File: config.mk
export PLATFORM = sky130hd
export DESIGN_NAME = mod_key_seq
export DESIGN_NICKNAME = d
export VERILOG_FILES = /design/src/rtl/mod_key_seq_pkg.sv /design/src/rtl/mod_key_seq.sv
export SDC_FILE = /design/constraint.sdc
export NUM_CORES = 1
export LEC_CHECK = 0
export ABC_AREA = 1
export CORE_MARGIN = 5
export CORE_UTILIZATION = 41
export DETAILED_ROUTE_END_ITERATION = 16
export PLACE_DENSITY = 0.81
export SLEW_MARGIN = 10
export SYNTH_ARGS = -nofsm -noshare
export SYNTH_HDL_FRONTEND = slang
export SYNTH_SLANG_ARGS = --single-unit
export TNS_END_PERCENT = 10
File: constraint.sdc
create_clock -name clk -period 2.7 [get_ports clk]
set_input_delay 0.54 -clock clk [delete_from_list [all_inputs] [get_ports clk]]
set_output_delay 0.54 -clock clk [all_outputs]
set_load 0.01 [all_outputs]
File: src/rtl/mod_key_seq_pkg.sv
// Shared definitions for the round-key sequencer: FSM states, AES-256 key
// schedule constants and the direction encoding.
package mod_key_seq_pkg;

    localparam int AES_DATA_WIDTH = 128;
    localparam int AES_ADDR_WIDTH = 4;
    localparam int AES_LAST_KEY   = 14;

    typedef enum logic [2:0] {
        ST_IDLE,
        ST_FETCH,
        ST_WAIT,
        ST_PRESENT,
        ST_DONE
    } state_t;

    typedef enum logic {
        DIR_ENC = 1'b0,
        DIR_DEC = 1'b1
    } dir_t;

endpackage

File: src/rtl/mod_key_seq.sv
// Round-key sequencer: walks the key ROM ascending (encrypt) or descending
// (decrypt) and hands each key to the round datapath with a valid/ready handshake.
module mod_key_seq
    import mod_key_seq_pkg::*;
#(
    parameter int DATA_WIDTH = AES_DATA_WIDTH,
    parameter int ADDR_WIDTH = AES_ADDR_WIDTH,
    parameter int LAST_KEY   = AES_LAST_KEY
) (
    input  logic                  clk,
    input  logic                  rst_n,
    input  logic                  start,
    input  logic                  decrypt,
    input  logic                  abort,
    output logic                  rom_rd_en,
    output logic [ADDR_WIDTH-1:0] rom_addr,
    input  logic [DATA_WIDTH-1:0] rom_data,
    output logic [DATA_WIDTH-1:0] key_out,
    output logic [ADDR_WIDTH-1:0] key_round,
    output logic                  key_valid,
    input  logic                  key_ready,
    output logic                  busy,
    output logic                  done
);

    localparam logic [ADDR_WIDTH-1:0] LAST_IDX = ADDR_WIDTH'(LAST_KEY);
    localparam logic [ADDR_WIDTH-1:0] ONE      = ADDR_WIDTH'(1);

    state_t                state, state_nxt;
    dir_t                  dir, dir_nxt;
    logic [ADDR_WIDTH-1:0] idx, idx_nxt;
    logic                  xfer, final_idx;

    assign xfer      = key_valid & key_ready;
    assign final_idx = (dir == DIR_ENC) ? (idx == LAST_IDX) : (idx == '0);

    always_comb begin
        state_nxt = state;
        dir_nxt   = dir;
        idx_nxt   = idx;
        case (state)
            ST_IDLE: begin
                if (start && !abort) begin
                    dir_nxt   = dir_t'(decrypt);
                    idx_nxt   = decrypt ? LAST_IDX : '0;
                    state_nxt = ST_FETCH;
                end
            end
            ST_FETCH:   state_nxt = ST_WAIT;
            ST_WAIT:    state_nxt = ST_PRESENT;
            ST_PRESENT: begin
                if (xfer) begin
                    if (final_idx) begin
                        state_nxt = ST_DONE;
                    end else begin
                        idx_nxt   = (dir == DIR_ENC) ? idx + ONE : idx - ONE;
                        state_nxt = ST_FETCH;
                    end
                end
            end
            ST_DONE:    state_nxt = ST_IDLE;
            default:    state_nxt = ST_IDLE;
        endcase
        // Abort freezes the index too, so idx always equals the last address read.
        if (abort && state != ST_IDLE) begin
            state_nxt = ST_IDLE;
            idx_nxt   = idx;
        end
    end

    always_ff @(posedge clk or negedge rst_n) begin
        if (!rst_n) begin
            state     <= ST_IDLE;
            dir       <= DIR_ENC;
            idx       <= '0;
            key_out   <= '0;
            key_round <= '0;
        end else begin
            state <= state_nxt;
            dir   <= dir_nxt;
            idx   <= idx_nxt;
            if (state == ST_WAIT && !abort) begin
                key_out   <= rom_data;
                key_round <= idx;
            end
        end
    end

    // idx only moves on entry to FETCH, so it doubles as the held ROM address.
    assign rom_addr  = idx;
    assign rom_rd_en = (state == ST_FETCH);
    assign key_valid = (state == ST_PRESENT);
    assign busy      = (state != ST_IDLE);
    assign done      = (state == ST_DONE);

endmodule

Yosys cells after proc, flatten, opt, wreduce, memory -nomap -nowiden
Index checks and enable logic that the tools add are counted.
{"block": "totals", "reg_bits": 140, "inputBits": 134, "output_inout_bits": 140, "word_cells": 42}
{"block": "classes", "addsub": 2, "eq_ne": 10, "muxes": 12, "n_bitwise": 2, "reduce_logical": 11}
{"operator": "4-bit two-way mux", "n": 5}
{"operator": "3-bit two-way mux", "n": 4}
{"operator": "3-bit one-hot mux with 4 select lines", "n": 1}
{"operator": "4-bit one-hot mux with 2 select lines", "n": 1}
{"operator": "3-bit by 2-bit == test with 1-bit output, second input constant", "n": 2}
{"operator": "5-bit AND reduction", "n": 1}
{"operator": "4-bit by 1-bit adder with 4-bit output, second input constant", "n": 1}
{"operator": "4-bit == test, second input constant", "n": 1}
{"operator": "4-bit logical NOT", "n": 1}
{"operator": "2-bit inequality test, second input constant", "n": 2}
{"operator": "2-bit AND reduction", "n": 2}
{"operator": "4-bit by 1-bit subtractor with 4-bit output, second input constant", "n": 1}
{"operator": "3-bit by 1-bit == test with 1-bit output, second input constant", "n": 1}
{"operator": "3-bit == test, second input constant", "n": 1}
{"operator": "1-bit logical AND", "n": 3}
{"operator": "3-bit logical NOT", "n": 1}
{"operator": "3-bit by 1-bit inequality test with 1-bit output, second input constant", "n": 1}
{"operator": "3-bit inequality test, second input constant", "n": 1}
{"operator": "3-bit nonzero test", "n": 1}
{"operator": "2-bit by 1-bit inequality test with 1-bit output, second input constant", "n": 1}
{"operator": "2-bit nonzero test", "n": 1}
{"operator": "1-bit AND", "n": 1}
{"operator": "1-bit logical NOT", "n": 1}
{"operator": "1-bit two-way mux", "n": 1}
{"operator": "1-bit NOT", "n": 1}

Longest topological paths before layout
Gate-level depths: netlist of the first run.
{"block": "depth", "ltp_word": 6, "ltp_mapped": 9, "depth_no_buf": 9}

Least setup slack after synthesis of the first run
Ideal clock, no wire load.
{"block": "synth_timing", "path_kind": "input port to flip-flop", "startpoint": "input port abort", "endpoint": "register key_out[30]", "setup_time_ps": 125, "t_arrival_ps": 1355, "t_required_ps": 2575, "setup_slack_ps": 1220, "cell_stages": 5, "path_buffers": 2, "cell_sequence": "inv_1 > nand3_2 > buf_6 > buf_6 > mux2_4"}
{"block": "synth_between", "elab_chain_cells": 2}
{"element": "start, declared", "line": "mod_key_seq.sv:14", "source": "input logic abort,"}
{"element": "1-bit logical NOT", "line": "mod_key_seq.sv:82", "source": "if (state == ST_WAIT && !abort) begin"}
{"element": "1-bit logical AND", "line": "mod_key_seq.sv:82"}
{"element": "end signal, assigned", "line": "mod_key_seq.sv:83", "source": "key_out <= rom_data;"}
{"element": "end, declared", "line": "mod_key_seq.sv:18", "source": "output logic [DATA_WIDTH-1:0] key_out,"}
Every way passes these cells.
A chain may end at the register's enable or synchronous reset.

Worst setup path after layout of the first run
{"block": "layout_timing", "startpoint": "register state[1]", "endpoint": "output port key_valid"}
{"block": "layout_between", "elab_chain_cells": 1}
{"element": "start, declared", "line": "mod_key_seq.sv:29", "source": "state_t state, state_nxt;"}
{"element": "start signal, assigned", "line": "mod_key_seq.sv:79", "source": "state <= state_nxt;"}
{"element": "3-bit by 2-bit == test with 1-bit output", "line": "mod_key_seq.sv:92", "source": "assign key_valid = (state == ST_PRESENT);"}
{"element": "end, declared", "line": "mod_key_seq.sv:20", "source": "output logic key_valid,"}
Every way passes these cells.

==> results_dict.tcl, run 1 <==
set metrics [dict create \
    drv_slew 0 \
    status "finished, final reports clean" \
    die_y_um 127 \
    cts_hold_buffers 0 \
    clk_pin_slew_ns 0.06 \
    wl_per_cell_um 18.1 \
    setup_tns_ns 0 \
    ios 274 \
    cts_max_path_buffers 2 \
    rsz0062_at_grt "no" \
    hold_path.class "input port to async pin" \
    antenna_found_initial 0 \
    drtIter0Drc 157 \
    cap_violations 0 \
    drive_gt1_frac 0.239 \
    switchingPower_mw 3.31 \
    max_slew_margin 0.510 \
    yosysUniqueCellTypes 21 \
    ys_seq_area_frac 0.623 \
    firstDrtPassIters 4 \
    p_leak_nw 4.05 \
    wl_met2_mm 7.83 \
    numCtsBuffers 17 \
    power.total_mw 10.9 \
    chipWidth_um 127 \
    avgSynthCellArea_sq_um 15.1 \
    netlist.area_leader.share 0.623 \
    drc 0 \
    cpPeakStageDelay_ns 0.60 \
    clock_skew_ns 0.00585 \
    drt_wl_total_mm 15.2 \
    p_comb_frac 0.463 \
    port_buffers 273 \
    clk_latency_ns 0.40 \
    worst_pin_slew_ns 0.736 \
    yosysTopAreaCell "dfrtp_1" \
    fin_nets 790 \
    grt_first_pass_wirelength_mm 24.0 \
    dr.max_layer_used "met4" \
    wl_met3_mm 1.63 \
    critical_path.cell_chain "nand2_1 > nor2_1 > clkdlybuf4s50_1" \
    critPathKind "flop to primary output" \
    fin_crit_sh 0.852 \
    grt_overflow 0 \
    core_area_sq_mm 0.0133 \
    area_growth_syn_to_layout_pct 61.5 \
    ant_nets 0 \
    cts-root-buf "clkbuf_16" \
    routed-via-count 4011 \
    start_kind "flop" \
    hold_viol 0 \
    critical_path.slowest_cell "clkdlybuf4s50_1" \
    stdcell_count 840 \
    max_freq_mhz 435 \
    clock_sinks 140 \
    setup_viol 0 \
    vias_per_cell 4.78 \
    htree_levels 4 \
    synth_area_leaders "dfrtp_1 62%, mux2_2 17%, mux2_4 11%" \
    cts_resized 0 \
    grt_max_degree 82 \
    postCtsSetupBuffers 0 \
    dieArea_sq_mm 0.0161 \
    nFillCells 945 \
    switching_share 0.303 \
    rr_startpoint "state[1]$_DFFE_PN0P_" \
    wl_met1_mm 5.49 \
    pwr_density_cell_mw_per_mm2 1200 \
    grt_pass1_vias 4496 \
    clockPowerShare 0.193 \
    fin_crit_ns 2.30 \
    pwr-share-seq 0.344 \
    dp_cells 810 \
    crit_arrival_ns 1.76 \
    worst_setup_path_end_kind "primary output" \
    yosys_register_bits 140 \
    utilization 0.680 \
    grt.total_usage 0.190 \
    cp_top_family "buffers and inverters" \
    cts_tree "yes" \
    startpoint "state[1]$_DFFE_PN0P_" \
    crit_required_ns 2.16 \
    rows 42 \
    p_int_mw 7.62 \
    start_util 0.421 \
    diodes 0 \
    synth_nets 508 \
    globalplace.congestion 0.883 \
    path_buf_inv 1 \
    synth_warnings 0 \
    syn_inst 371 \
    syn_area_sq_mm 0.00562 \
    cp_max_fo 5 \
    dp_hpwl_mm 11.4 \
    vdd_drop_max_mv 0.718 \
]
per-stage QoR:
| stage | cell area [sq um] | worst slack (ns) | hold slack (ns) |
|---|---|---|---|
| finish | 9080 | 0.400 | 0.182 |
| global route | 9080 | 0.286 | 0.218 |
| CTS | 9080 | 0.398 | 0.199 |
| detailed placement | 8540 | 0.525 | 0.490 |
| global placement | 8540 | 0.562 | 0.468 |
| floorplan | 5620 | 1.22 | 0.244 |
Yosys cell counts:
cell type,count
dfrtp_1,140
mux2_2,85
mux2_4,40
nand2_1,36
inv_1,15
nand3_1,9
nor2_1,9
buf_2,8
o21ai_0,7
buf_6,6
mux2_1,4
a21oi_1,2
ha_1,2
a31oi_1,1
fa_1,1
inv_2,1
nand3_2,1
nand4_1,1
nor2_2,1
nor3_1,1
xor2_1,1
metal layers:
| layer | track usage | vias to the layer above |
|---|---|---|
| met5 | 0 | - |
| met4 | 0.0612 | 0 |
| met3 | 0.0889 | 14 |
| met2 | 0.337 | 198 |
| met1 | 0.200 | 1960 |
| li1 | - | 1839 |
worst paths after layout:
kind / endpoint / slack, ns / cells after the start
worst max-delay path: key_valid / 0.40 / 3
worst min-delay path: key_out[106]$_DFFE_PN0P_ / 0.18 / 1
worst max register to register: key_out[0]$_DFFE_PN0P_ / 1.10 / 5
worst min register to register: key_round[3]$_DFFE_PN0P_ / 0.50 / 2
max in group asynchronous: key_out[70]$_DFFE_PN0P_ / 1.79 / 2
min in group clk: key_round[3]$_DFFE_PN0P_ / 0.50 / 2
cells in the final DEF, fill, tap and decap left out, drive strengths merged:
cell           instances
bufinv                 1
clkinvlp               3
clkdlybuf4s50        272
dfrtp                140
nand3                 10
a21oi                  2
nand4                  1
a31oi                  1
inv                   16
nor3                   1
o21ai                  7
fa                     1
clkinv                 3
ha                     2
nand2                 36
nor2                  10
clkbuf                23
mux2                 129
xor2                   1
buf                    5
flip-flops by register name, indices dropped and copies added (netlist names):
name       flops
dir            1
key_out      128
key_round      4
rom_addr       4
state          3
worst reg2reg max path: stages, from the launching register on:
cell,delay (ns)
dfrtp_1,0.44
inv_2,0.11
nor2_2,0.06
nand3_4,0.09
buf_12,0.35
mux2_2,0.44
cell type report:
| class | count | area, sq um | area share |
|---|---|---|---|
| inverter | 16 | 60.1 | 0.00662 |
| sequential | 140 | 3500 | 0.386 |
| multi-input combinational | 201 | 1960 | 0.216 |
| clock inverter | 7 | 67.6 | 0.00744 |
| timing repair buffer | 277 | 2800 | 0.309 |
| tap | 176 | 220 | 0.0243 |
| clock buffer | 23 | 468 | 0.0516 |
power groups by stage:
stage | Clock (mW) | Sequential [mW] | Combinational, mW
after floorplan | 0 | 4.21 | 1.81
after global placement | 0 | 3.71 | 4.98
after detailed placement | 0 | 3.79 | 5.09
after CTS | 2.16 | 3.77 | 5.14
after global routing | 2.27 | 3.92 | 5.40
final | 2.11 | 3.76 | 5.06
cells by family (layout without fill, tap and decap cells):
family	after synthesis	in the layout	share of synthesized area
xor gates and xnor gates	1	1	0.00156
buffers and inverters	30	323	0.0298
AOI/OAI and AO/OA	10	10	0.00913
adders and majority gates	3	3	0.00801
and+or+nand+nor	58	58	0.0430
DFF	140	140	0.623
muxes	129	129	0.285
Power figures use the tool's default switching activity.
==> run 2, diff against run 1 <==
--- a/config.mk
+++ b/config.mk
@@ -9,6 +9,7 @@
 export CORE_MARGIN = 5
 export CORE_UTILIZATION = 41
 export DETAILED_ROUTE_END_ITERATION = 16
+export HOLD_SLACK_MARGIN = 0.03
 export PLACE_DENSITY = 0.81
 export SLEW_MARGIN = 10
 export SYNTH_ARGS = -nofsm -noshare
==> results of run 2 <==
Final layout, timing and power as in run 1 (identical DEF).
==> run 3, diff against run 2 <==
--- a/config.mk
+++ b/config.mk
@@ -11,6 +11,7 @@
 export DETAILED_ROUTE_END_ITERATION = 16
 export HOLD_SLACK_MARGIN = 0.03
 export PLACE_DENSITY = 0.81
+export SKIP_CTS_REPAIR_TIMING = 1
 export SLEW_MARGIN = 10
 export SYNTH_ARGS = -nofsm -noshare
 export SYNTH_HDL_FRONTEND = slang
==> results of run 3 <==
Final layout, timing and power as in run 1 (identical DEF).
